--- src/rtl/lampfpu_div_issue_pkg.sv ---
// Shared lampFPU definitions used by the divider issue stage: float width and
// the issue FSM state encoding.
package lampfpu_div_issue_pkg;
  localparam int LAMP_FLOAT_DW = 16;

  typedef enum logic [1:0] {
    IDLE  = 2'd0,
    ISSUE = 2'd1,
    WAIT  = 2'd2,
    RESP  = 2'd3
  } div_state_e;
endpackage

--- src/rtl/lampfpu_div_issue.sv ---
// Issue stage between the CPU and a multi-cycle FP divider: captures one request,
// starts the divider, waits for its result and returns it with the request tag.
module lampfpu_div_issue
  import lampfpu_div_issue_pkg::*;
#(
  parameter int TIMEOUT_CYCLES = 63
) (
  input  logic                     clk,
  input  logic                     rst,
  input  logic                     req_valid_i,
  output logic                     req_ready_o,
  input  logic [LAMP_FLOAT_DW-1:0] req_op1_i,
  input  logic [LAMP_FLOAT_DW-1:0] req_op2_i,
  input  logic                     req_rnd_i,
  input  logic [4:0]               req_tag_i,
  output logic                     rsp_valid_o,
  input  logic                     rsp_ready_i,
  output logic [LAMP_FLOAT_DW-1:0] rsp_result_o,
  output logic [4:0]               rsp_tag_o,
  input  logic                     flush_i,
  output logic                     div_start_o,
  output logic [LAMP_FLOAT_DW-1:0] div_op1_o,
  output logic [LAMP_FLOAT_DW-1:0] div_op2_o,
  output logic                     div_rnd_o,
  output logic                     div_adv_o,
  input  logic [LAMP_FLOAT_DW-1:0] div_result_i,
  input  logic                     div_valid_i,
  input  logic                     div_ready_i,
  output logic                     busy_o,
  output logic                     err_o
);
  localparam int CW = $clog2(TIMEOUT_CYCLES + 1);
  localparam logic [CW-1:0] CNT_MAX = CW'(TIMEOUT_CYCLES);
  localparam logic [CW-1:0] CNT_ERR = CW'(TIMEOUT_CYCLES - 1);

  div_state_e               state_q;
  logic [LAMP_FLOAT_DW-1:0] op1_q, op2_q, res_q;
  logic                     rnd_q, kill_q, err_q;
  logic [4:0]               tag_q;
  logic [CW-1:0]            cnt_q;
  logic                     accept;

  // A divider still presenting a result must be drained before a new start.
  assign req_ready_o  = !rst && (state_q == IDLE) && div_ready_i && !div_valid_i && !flush_i;
  assign accept       = req_valid_i && req_ready_o;
  assign div_start_o  = !rst && (state_q == ISSUE);
  assign div_adv_o    = !rst && (state_q == WAIT) && div_valid_i;
  assign rsp_valid_o  = !rst && (state_q == RESP);
  assign div_op1_o    = op1_q;
  assign div_op2_o    = op2_q;
  assign div_rnd_o    = rnd_q;
  assign rsp_result_o = res_q;
  assign rsp_tag_o    = tag_q;
  assign busy_o       = (state_q != IDLE);
  assign err_o        = err_q;

  always_ff @(posedge clk) begin
    if (rst) begin
      state_q <= IDLE;
      op1_q   <= '0;
      op2_q   <= '0;
      rnd_q   <= 1'b0;
      tag_q   <= '0;
      res_q   <= '0;
      kill_q  <= 1'b0;
      err_q   <= 1'b0;
      cnt_q   <= '0;
    end else begin
      case (state_q)
        IDLE: begin
          if (accept) begin
            op1_q   <= req_op1_i;
            op2_q   <= req_op2_i;
            rnd_q   <= req_rnd_i;
            tag_q   <= req_tag_i;
            cnt_q   <= '0;
            state_q <= ISSUE;
          end
        end
        ISSUE: begin
          if (flush_i) kill_q <= 1'b1;
          state_q <= WAIT;
        end
        WAIT: begin
          if (div_valid_i) begin
            // A flush in the same cycle as the result still drains the divider.
            res_q   <= div_result_i;
            kill_q  <= 1'b0;
            state_q <= (kill_q || flush_i) ? IDLE : RESP;
          end else begin
            if (flush_i) kill_q <= 1'b1;
            if (cnt_q != CNT_MAX) cnt_q <= cnt_q + 1'b1;
            if (cnt_q >= CNT_ERR) err_q <= 1'b1;
          end
        end
        RESP: begin
          if (flush_i || rsp_ready_i) begin
            kill_q  <= 1'b0;
            state_q <= IDLE;
          end
        end
        default: state_q <= IDLE;
      endcase
    end
  end
endmodule

--- config.mk ---
export PLATFORM = sky130hd
export DESIGN_NAME = lampfpu_div_issue
export DESIGN_NICKNAME = d
export VERILOG_FILES = /design/src/rtl/lampfpu_div_issue_pkg.sv /design/src/rtl/lampfpu_div_issue.sv
export SDC_FILE = /design/constraint.sdc
export NUM_CORES = 1
export LEC_CHECK = 0
export BUFFER_PORTS_ARGS = -buffer_cell sky130_fd_sc_hd__buf_2
export CORE_UTILIZATION = 40
export CTS_CLUSTER_DIAMETER = 200
export DETAILED_ROUTE_END_ITERATION = 6
export PLACE_DENSITY = 0.73
export SLEW_MARGIN = 20
export SYNTH_ARGS = -nofsm -noshare
export SYNTH_HDL_FRONTEND = slang
export SYNTH_SLANG_ARGS = --single-unit
export TNS_END_PERCENT = 100
--- constraint.sdc ---
create_clock -name clk -period 1.9 [get_ports clk]
set_input_delay 0.19 -clock clk [delete_from_list [all_inputs] [get_ports clk]]
set_output_delay 0.19 -clock clk [all_outputs]
set_load 0.05 [all_outputs]
# Word level (Yosys, flattened, before mapping)
# Index checks and enable logic that the tools add are counted.
dict set report classes {
  div_mod_pow 0
  n_lt_le_gt_ge 1
  reduce_logical 24
  n_bitwise 1
  n_eq_ne 9
  n_shift 0
  muxes 13
  add_sub_neg 1
  n_mul 0
}
# operator count
set op_table {}
lappend op_table {{2-to-1 mux 6 bit} 3}
lappend op_table {{case mux 6 bit (2 select lines)} 1}
lappend op_table {{logical AND 1 bit} 9}
lappend op_table {{2-to-1 mux 2 bit} 4}
lappend op_table {{case mux 2 bit (4 select lines)} 1}
lappend op_table {{adder 6 x 1 -> 6 bit (second input constant)} 1}
lappend op_table {{>= comparator 6 bit (second input constant)} 1}
lappend op_table {{!= test 2 bit (second input constant)} 3}
lappend op_table {{!= test 6 bit (second input constant)} 1}
lappend op_table {{AND reduction 2 bit} 3}
lappend op_table {{AND reduction 3 bit} 2}
lappend op_table {{== test 2 bit (second input constant)} 2}
lappend op_table {{!= test 2 x 1 -> 1 bit (second input constant)} 2}
lappend op_table {{AND reduction 4 bit} 1}
lappend op_table {{nonzero test 2 bit} 2}
lappend op_table {{logical NOT 1 bit} 3}
lappend op_table {{2-to-1 mux 1 bit} 3}
lappend op_table {{case mux 1 bit (3 select lines)} 1}
lappend op_table {{nonzero test 3 bit} 1}
lappend op_table {{== test 2 x 1 -> 1 bit (second input constant)} 1}
lappend op_table {{logical NOT 2 bit} 1}
lappend op_table {{logical OR 1 bit} 2}
lappend op_table {{inverter 1 bit} 1}
dict set report totals {
  romBits 0
  word_cells 58
  latchBits 0
  output_inout_bits 60
  regBits 64
  mem_count 0
  mem_bits_rw 0
}

# Logic depth before layout (Yosys ltp)
# Gate-level depths: netlist of the first run.
dict set report logic_depth {
  ltp_word 8
  mapped_depth 7
  ltp_nobuf 5
}

# Worst setup path after synthesis of the first run
# Ideal clock, no wire load.
dict set report synth_timing {
  path_type {register to output}
  startpoint {reg state_q[0]}
  endpoint {out div_start_o}
  t_arrival_ns 1.668
  path_buffers 1
  path_stages_with_launch 3
  setup_slack_ns 0.042
  cell_sequence {dfxtp_1 -> buf_4 -> nor3b_1}
}
dict set report synth_between {
  elab_chain_cells 2
}
# element line_no
set synth_rtl {}
lappend synth_rtl {{start: declaration} lampfpu_div_issue.sv:36} ;# div_state_e state_q;
lappend synth_rtl {{start signal: assignment} lampfpu_div_issue.sv:89} ;# state_q <= (kill_q || flush_i) ? IDLE : RESP;
lappend synth_rtl {{== test 2 x 1 -> 1 bit} lampfpu_div_issue.sv:46} ;# assign div_start_o = !rst && (state_q == ISSUE);
lappend synth_rtl {{logical AND 1 bit} lampfpu_div_issue.sv:46}
lappend synth_rtl {{end: declaration} lampfpu_div_issue.sv:21} ;# output logic div_start_o,
# No other way between the ends.

# Final worst setup path of the first run
dict set report layout_timing {
  startpoint {reg state_q[0]}
  endpoint {out div_adv_o}
}
dict set report layout_between {
  elab_chain_cells 3
}
# element line_no
set layout_rtl {}
lappend layout_rtl {{== test 2 bit} lampfpu_div_issue.sv:47} ;# assign div_adv_o = !rst && (state_q == WAIT) && div_valid_i;
lappend layout_rtl {{logical AND 1 bit (2 in series)} lampfpu_div_issue.sv:47}
lappend layout_rtl {{end: declaration} lampfpu_div_issue.sv:25} ;# output logic div_adv_o,
# No other way between the ends.

==> load_flow_metrics.sql, run 1 <==
INSERT INTO impl_metrics (metric_group, metric, value, unit) VALUES
('place', 'place.port_buffers', '120', ''),
('clock_tree', 'cts_htree_levels', '3', ''),
('global_route', 'grt_pass1_wl', '9960', 'µm'),
('timing', 'tightestPinTransition', '0.545', 'ns'),
('global_route', 'grt.overflow.total', '0', ''),
('timing', 'timing.final.crit_period', '1.70', 'ns'),
('place', 'detailedPlacementHpwl', '4130', 'µm'),
('drt', 'drt-wirelength-per-cell', '11.9', 'µm'),
('drt', 'drt_first_pass_iters', '4', ''),
('floorplanning', 'pin_count', '121', ''),
('clock_tree', 'ctsRootBufferMaster', 'sky130_fd_sc_hd__clkbuf_8', ''),
('drt', 'violation_count_after_the_first_detailed_route_iteration', '92', ''),
('drt', 'drt-total-wl', '6030', 'µm'),
('cells_and_area', 'layout.cells.most_common', 'sky130_fd_sc_hd__buf_2', ''),
('worst_setup_path', 'timing.critical_path.buf_inv', '1', ''),
('cells_and_area', 'antennaDiodeCount', '0', ''),
('min_path', 'hp-class', 'input pin to flop', ''),
('flow_run', 'timing.max_cap.violations', '0', ''),
('pwr', 'ir_worst_vdd', '0.431', 'mV'),
('worst_setup_path', 'cp_data_arrival_time', '1.51', 'ns'),
('clock_tree', 'cts_inserted_buffers', '9', ''),
('clock_tree', 'clock_tree.buffer_depth', '2', ''),
('logic_synthesis', 'post_synth.cell_area_avg', '8.50', 'µm²'),
('global_route', 'grt_max_degree', '69', ''),
('timing', 'rsz0062_at_grt', 'no', ''),
('logic_synthesis', 'synth.lib_cells_used.distinct', '40', ''),
('logic_synthesis', 'synthArstFlopShare', '0', ''),
('pwr', 'static-leakage-power', '1.49', 'nW'),
('floorplanning', 'rows', '29', ''),
('floorplanning', 'core', '6390', 'µm²'),
('timing', 'fmax', '589', 'MHz'),
('worst_setup_path', 'setup.worst_path.end_class', 'output pin', ''),
('cells_and_area', 'final_layout_size_suffix_gt1_frac', '0.442', ''),
('logic_synthesis', 'mappedNetlistNets', '375', ''),
('cells_and_area', 'final.fill_count', '635', ''),
('clock_tree', 'path_clk_slew', '0.07', 'ns'),
('cells_and_area', 'layout_common_cells', 'sky130_fd_sc_hd__buf_2, sky130_fd_sc_hd__nand2_1, sky130_fd_sc_hd__dfxtp_1, sky130_fd_sc_hd__a21oi_1, sky130_fd_sc_hd__nand2_2', ''),
('floorplanning', 'die_height', '83.4', 'µm'),
('logic_synthesis', 'yosys_warnings', '0', ''),
('timing', 'finClkSkew', '0.00567', 'ns'),
('cells_and_area', 'finish.instance_area', '3470', 'µm²'),
('logic_synthesis', 'synth-seq-area-share', '0.483', ''),
('global_route', 'track_usage', '0.177', ''),
('cells_and_area', 'multi_input_combinational_cell_area', '1210', 'µm²'),
('worst_setup_path', 'crit_slowest_cell', 'sky130_fd_sc_hd__dfxtp_2', ''),
('logic_synthesis', 'synth-main-ff-cell', 'sky130_fd_sc_hd__dfxtp_1', ''),
('worst_setup_path', 'timing.critical_path.max_delay_family', 'simple AND/OR/NAND/NOR gates', ''),
('worst_setup_path', 'path_cells', 'and2b_1 -> nand2_2 -> nor2_1 -> clkbuf_4', ''),
('drt', 'via_per_inst', '4.81', ''),
('logic_synthesis', 'flip_flop_and_latch_count_after_synthesis', '64', ''),
('worst_setup_path', 'max_stage_delay', '0.39', 'ns'),
('clock_tree', 'worst_skew_pair.late_latency', '0.33', 'ns'),
('logic_synthesis', 'synth_area', '2650', 'µm²'),
('place', 'placement.cell_area', '3260', 'µm²'),
('worst_setup_path', 'worst-endpoint-required', '1.71', 'ns'),
('timing', 'post-route-period-util', '0.893', ''),
('global_route', 'grt_pass1_vias', '2280', ''),
('drt', 'ant_nets', '0', ''),
('timing', 'totalNegativeSetupSlack', '0', 'ns'),
('pwr', 'cellPowerDensity', '791', 'nW/µm²'),
('floorplanning', 'die_area', '6960', 'µm²'),
('clock_tree', 'clock_sink_count', '64', ''),
('cells_and_area', 'sequential_standard_cell_area', '1280', 'µm²'),
('cells_and_area', 'area_growth_synth_to_finish', '30.7', '%'),
('drt', 'detailroute.via_count', '2446', ''),
('drt', 'drc_errors', '0', ''),
('timing', 'max_transition_margin', '0.637', ''),
('logic_synthesis', 'synth_enable_flop_cells', '0', ''),
('status', 'result_of_the_run', 'completed', ''),
('floorplanning', 'die-width', '83.4', 'µm'),
('worst_setup_path', 'worstPathMaxFanout', '13', '');
[power by group]
part           switching (mW)  leakage [nW]  internal [mW]  total [mW]
clock                   0.492         0.103          0.675        1.17
sequential            0.00759         0.517           1.35        1.36
combinational           0.135         0.870         0.0790       0.214
total                   0.634          1.49           2.11        2.74
[registers in the layout (all words and copies together) (netlist names)]
| signal | count |
|---|---|
| div_op2_o | 16 |
| kill_q | 1 |
| rsp_tag_o | 5 |
| rsp_result_o | 16 |
| state_q | 2 |
| err_o | 1 |
| div_rnd_o | 1 |
| cnt_q | 6 |
| div_op1_o | 16 |
[worst min-delay path: stages]
cell and delay (ns):
sky130_fd_sc_hd__buf_2 0.10, sky130_fd_sc_hd__nand2_2 0.05, sky130_fd_sc_hd__a21oi_2 0.04
[final timing paths]
kind	start	endpoint	slack (ns)	depth (start not counted)
worst min register to register	err_o	err_o	0.45	2
worst max-delay path	state_q[0]	div_adv_o	0.20	4
worst min-delay path	req_tag_i[3]	rsp_tag_o[3]	0.09	3
worst max register to register	state_q[0]	rsp_result_o[10]	0.40	4
[cell type report]
type,instances,share of cell area
Clock inverter,3,0.0116
Sequential cell,64,0.370
Multi-Input combinational cell,221,0.348
Tap cell,77,0.0278
Inverter,5,0.00542
Clock buffer,13,0.0458
Timing Repair Buffer,126,0.191
[kinds of logic (layout without fill, tap and decap cells)]
| group | count (synthesis) | in the layout | synth area share |
|---|---|---|---|
| buffers and inverters | 27 | 147 | 0.0642 |
| muxes | 1 | 1 | 0.00425 |
| AOI/OAI and AO/OA | 75 | 75 | 0.180 |
| and+or+nand+nor | 143 | 143 | 0.259 |
| adders and majority gates | 2 | 2 | 0.00944 |
| DFF | 64 | 64 | 0.483 |
[metal layers]
layer  vias to the layer above  track usage  part of all wire
li1                       1261            -                 -
met1                      1073        0.218              0.46
met2                       103        0.283              0.44
met3                         9       0.0636             0.089
met4                         0       0.0663             0.012
met5                         -            0                 0
[stage by stage]
step	util	setup slack, ns	power (mW)	cells	hold WS [ns]
after floorplan	-	0.0421	1.52	312	0.317
after global placement	0.510	0.366	1.60	493	0.429
after detailed placement	0.510	0.331	1.61	493	0.433
after CTS	0.542	0.00373	2.78	509	0.0709
after global routing	0.543	0.0666	2.87	509	0.0675
final	0.543	0.203	2.74	509	0.0888
[synthesized netlist by cell type, types with 2 or more instances]
cell / instances / area, µm²
sky130_fd_sc_hd__a21oi_1: 42 / 210
sky130_fd_sc_hd__a21oi_2: 20 / 175
sky130_fd_sc_hd__a31oi_1: 2 / 12.5
sky130_fd_sc_hd__and2_1: 2 / 12.5
sky130_fd_sc_hd__and3_4: 2 / 22.5
sky130_fd_sc_hd__buf_12: 2 / 40.0
sky130_fd_sc_hd__buf_2: 8 / 40.0
sky130_fd_sc_hd__buf_4: 2 / 15.0
sky130_fd_sc_hd__clkbuf_1: 8 / 30.0
sky130_fd_sc_hd__dfxtp_1: 64 / 1280
sky130_fd_sc_hd__ha_1: 2 / 25.0
sky130_fd_sc_hd__inv_1: 5 / 18.8
sky130_fd_sc_hd__nand2_1: 90 / 338
sky130_fd_sc_hd__nand2_2: 20 / 125
sky130_fd_sc_hd__nand3_1: 3 / 15.0
sky130_fd_sc_hd__nor2_1: 7 / 26.3
sky130_fd_sc_hd__nor3_1: 6 / 30.0
sky130_fd_sc_hd__o21ai_0: 5 / 25.0
[repair_timing]
item,in CTS,in global routing
resized for setup,1,3
hold buffers,0,0
endpoints found under the hold margin,0,0
endpoints found under the setup margin,1,1
No activity file was read; power rests on OpenSTA's default activity.
==> inputs of run 2 (changes only) <==
Settings changed: CORE_UTILIZATION 40 to 35, PLACE_DENSITY 0.73 to 0.66.
==> run 2 against run 1 <==
Effect of this change: non-clock buffer count is 1 lower; clock skew hardly changed; worst setup slack worse by 0.079 ns; core utilization is 6.4 points lower; critical endpoint unchanged; largest cell class unchanged.
==> load_flow_metrics.sql, run 2 (synthesized netlist as in run 1, its figures left out) <==
INSERT INTO impl_metrics (metric_group, metric, value, unit) VALUES
('floorplanning', 'floorplan.initialDensity', '0.364', ''),
('pwr', 'cellPowerDensity', '789', 'nW/µm²'),
('place', 'gp_congestion', '0.842', ''),
('worst_setup_path', 'start_point_of_the_critical_path', 'state_q[0]', ''),
('pwr', 'ir_worst_vdd', '0.378', 'mV'),
('clock_tree', 'path_clk_slew', '0.07', 'ns'),
('drt', 'drt_first_pass_iters', '4', ''),
('timing', 'max_transition_margin', '0.641', ''),
('cells_and_area', 'area_growth_synth_to_finish', '31.8', '%'),
('timing', 'report.final.setup_viol', '0', ''),
('floorplanning', 'pin_count', '121', ''),
('clock_tree', 'cts_htree_levels', '3', ''),
('worst_setup_path', 'critical_path.startpoint_type', 'flop', ''),
('pwr', 'static-leakage-power', '1.48', 'nW'),
('timing', 'totalNegativeSetupSlack', '0', 'ns'),
('timing', 'number_of_hold_slack_violations_in_the_final_timing_report', '0', ''),
('worst_setup_path', 'rrSetupSlack', '0.35', 'ns'),
('timing', 'timing.final.max_slew_violations', '0', ''),
('clock_tree', 'cts_resized', '0', ''),
('flow_run', 'timing.max_cap.violations', '0', ''),
('global_route', 'grt_antenna_before_repair', '0', ''),
('clock_tree', 'cts_inserted_buffers', '9', ''),
('clock_tree', 'post-cts-setup-buffers', '0', ''),
('timing', 'timing.final.crit_period', '1.78', 'ns'),
('cells_and_area', 'layout_common_cells', 'sky130_fd_sc_hd__buf_2, sky130_fd_sc_hd__nand2_1, sky130_fd_sc_hd__dfxtp_1, sky130_fd_sc_hd__a21oi_1', ''),
('worst_setup_path', 'worst-setup-path-type', 'flop to output pin', ''),
('place', 'detailedPlacementHpwl', '4160', 'µm'),
('worst_setup_path', 'cp_data_arrival_time', '1.59', 'ns'),
('worst_setup_path', 'worst-endpoint-required', '1.71', 'ns'),
('timing', 'tightestPinTransition', '0.539', 'ns'),
('clock_tree', 'ctsRootBufferMaster', 'sky130_fd_sc_hd__clkbuf_8', ''),
('global_route', 'grt_pass1_vias', '2196', ''),
('min_path', 'hp-class', 'input pin to flop', ''),
('clock_tree', 'clock_tree.buffer_depth', '2', ''),
('global_route', 'track_usage', '0.155', ''),
('clock_tree', 'worst_skew_pair.late_latency', '0.32', 'ns'),
('drt', 'drt-wirelength-per-cell', '11.6', 'µm'),
('drt', 'drc_errors', '0', ''),
('cells_and_area', 'multi_input_combinational_cell_area', '1200', 'µm²'),
('clock_tree', 'cts_hold_buffers_added', '0', ''),
('cells_and_area', 'antennaDiodeCount', '0', ''),
('timing', 'rsz0062_at_grt', 'no', ''),
('clock_tree', 'clock_sink_count', '64', ''),
('floorplanning', 'rows', '31', ''),
('drt', 'drt-total-wl', '6130', 'µm'),
('global_route', 'grt_pass1_wl', '9620', 'µm'),
('cells_and_area', 'finish.instance_area', '3490', 'µm²'),
('place', 'placement.cell_area', '3290', 'µm²'),
('worst_setup_path', 'setup.worst_path.end_class', 'output pin', ''),
('pwr', 'fin_total_pwr', '2.76', 'mW'),
('floorplanning', 'die_height', '89.0', 'µm'),
('cells_and_area', 'layout.cells.most_common', 'sky130_fd_sc_hd__buf_2', ''),
('drt', 'via_per_inst', '4.64', ''),
('cells_and_area', 'finish.net_count', '489', ''),
('worst_setup_path', 'crit_path_end', 'div_adv_o', ''),
('place', 'place.port_buffers', '120', ''),
('global_route', 'grt_max_degree', '69', ''),
('timing', 'fmax', '563', 'MHz'),
('worst_setup_path', 'timing.rr.start', 'state_q[0]', ''),
('worst_setup_path', 'regToRegEndpoint', 'rsp_result_o[3]', ''),
('status', 'result_of_the_run', 'completed', ''),
('cells_and_area', 'final_layout_size_suffix_gt1_frac', '0.436', ''),
('drt', 'violation_count_after_the_first_detailed_route_iteration', '120', ''),
('cells_and_area', 'sequential_standard_cell_area', '1280', 'µm²'),
('timing', 'post-route-period-util', '0.935', ''),
('floorplanning', 'core', '7290', 'µm²'),
('worst_setup_path', 'reg2reg_depth', '4', ''),
('drt', 'ant_nets', '0', ''),
('worst_setup_path', 'worstPathMaxFanout', '13', ''),
('drt', 'detailroute.via_count', '2458', ''),
('timing', 'finClkSkew', '0.00554', 'ns'),
('clock_tree', 'cts_tree', 'yes', ''),
('floorplanning', 'die-width', '89.0', 'µm'),
('cells_and_area', 'final.fill_count', '745', ''),
('floorplanning', 'die_area', '7930', 'µm²'),
('global_route', 'grt.overflow.total', '0', '');
==> run 2: per-layer routing <==
| metal | up-vias | share of wire | track usage |
|---|---|---|---|
| met1 | 1105 | 0.47 | 0.195 |
| met2 | 91 | 0.44 | 0.255 |
| li1 | 1257 | - | - |
| met4 | 0 | 0.0060 | 0.0563 |
| met3 | 5 | 0.082 | 0.0434 |
| met5 | - | 0 | 0 |
==> run 2: worst max-delay path, cell delays in order (launching register included) <==
cell	delay (ns)
sky130_fd_sc_hd__dfxtp_1	0.57
sky130_fd_sc_hd__and2b_1	0.27
sky130_fd_sc_hd__nand2_1	0.15
sky130_fd_sc_hd__nor2_1	0.05
sky130_fd_sc_hd__buf_2	0.22
==> run 2: how the worst min path moves through the flow <==
stage,end,from,cells past startpoint
floorplan,div_op1_o[12],req_op1_i[12],2
global placement,div_op1_o[9],req_op1_i[9],3
detailed placement,div_op2_o[0],req_op2_i[0],3
CTS,div_op2_o[12],req_op2_i[12],3
global route,div_op2_o[8],req_op2_i[8],3
finish,div_rnd_o,req_rnd_i,3
==> run 2: layout make-up <==
| cell class | count | area share |
|---|---|---|
| Tap cell | 99 | 0.0355 |
| Sequential cell | 64 | 0.367 |
| Multi-Input combinational cell | 221 | 0.343 |
| Timing Repair Buffer | 125 | 0.190 |
| Clock inverter | 5 | 0.0158 |
| Inverter | 5 | 0.00537 |
| Clock buffer | 11 | 0.0433 |
==> run 2: report_power, final <==
part,switching [mW],internal (mW)
Clock,0.509,0.673
Sequential,0.00759,1.35
Combinational,0.133,0.0791
Total,0.649,2.11
==> run 2: per-stage QoR <==
step	util	hold WS [ns]	std cells	setup slack, ns
floorplan	-	0.317	312	0.0421
global placement	0.451	0.429	514	0.399
detailed placement	0.451	0.433	514	0.359
CTS	0.479	0.0738	530	0.111
global route	0.479	0.0732	530	0.0266
finish	0.479	0.0971	530	0.124
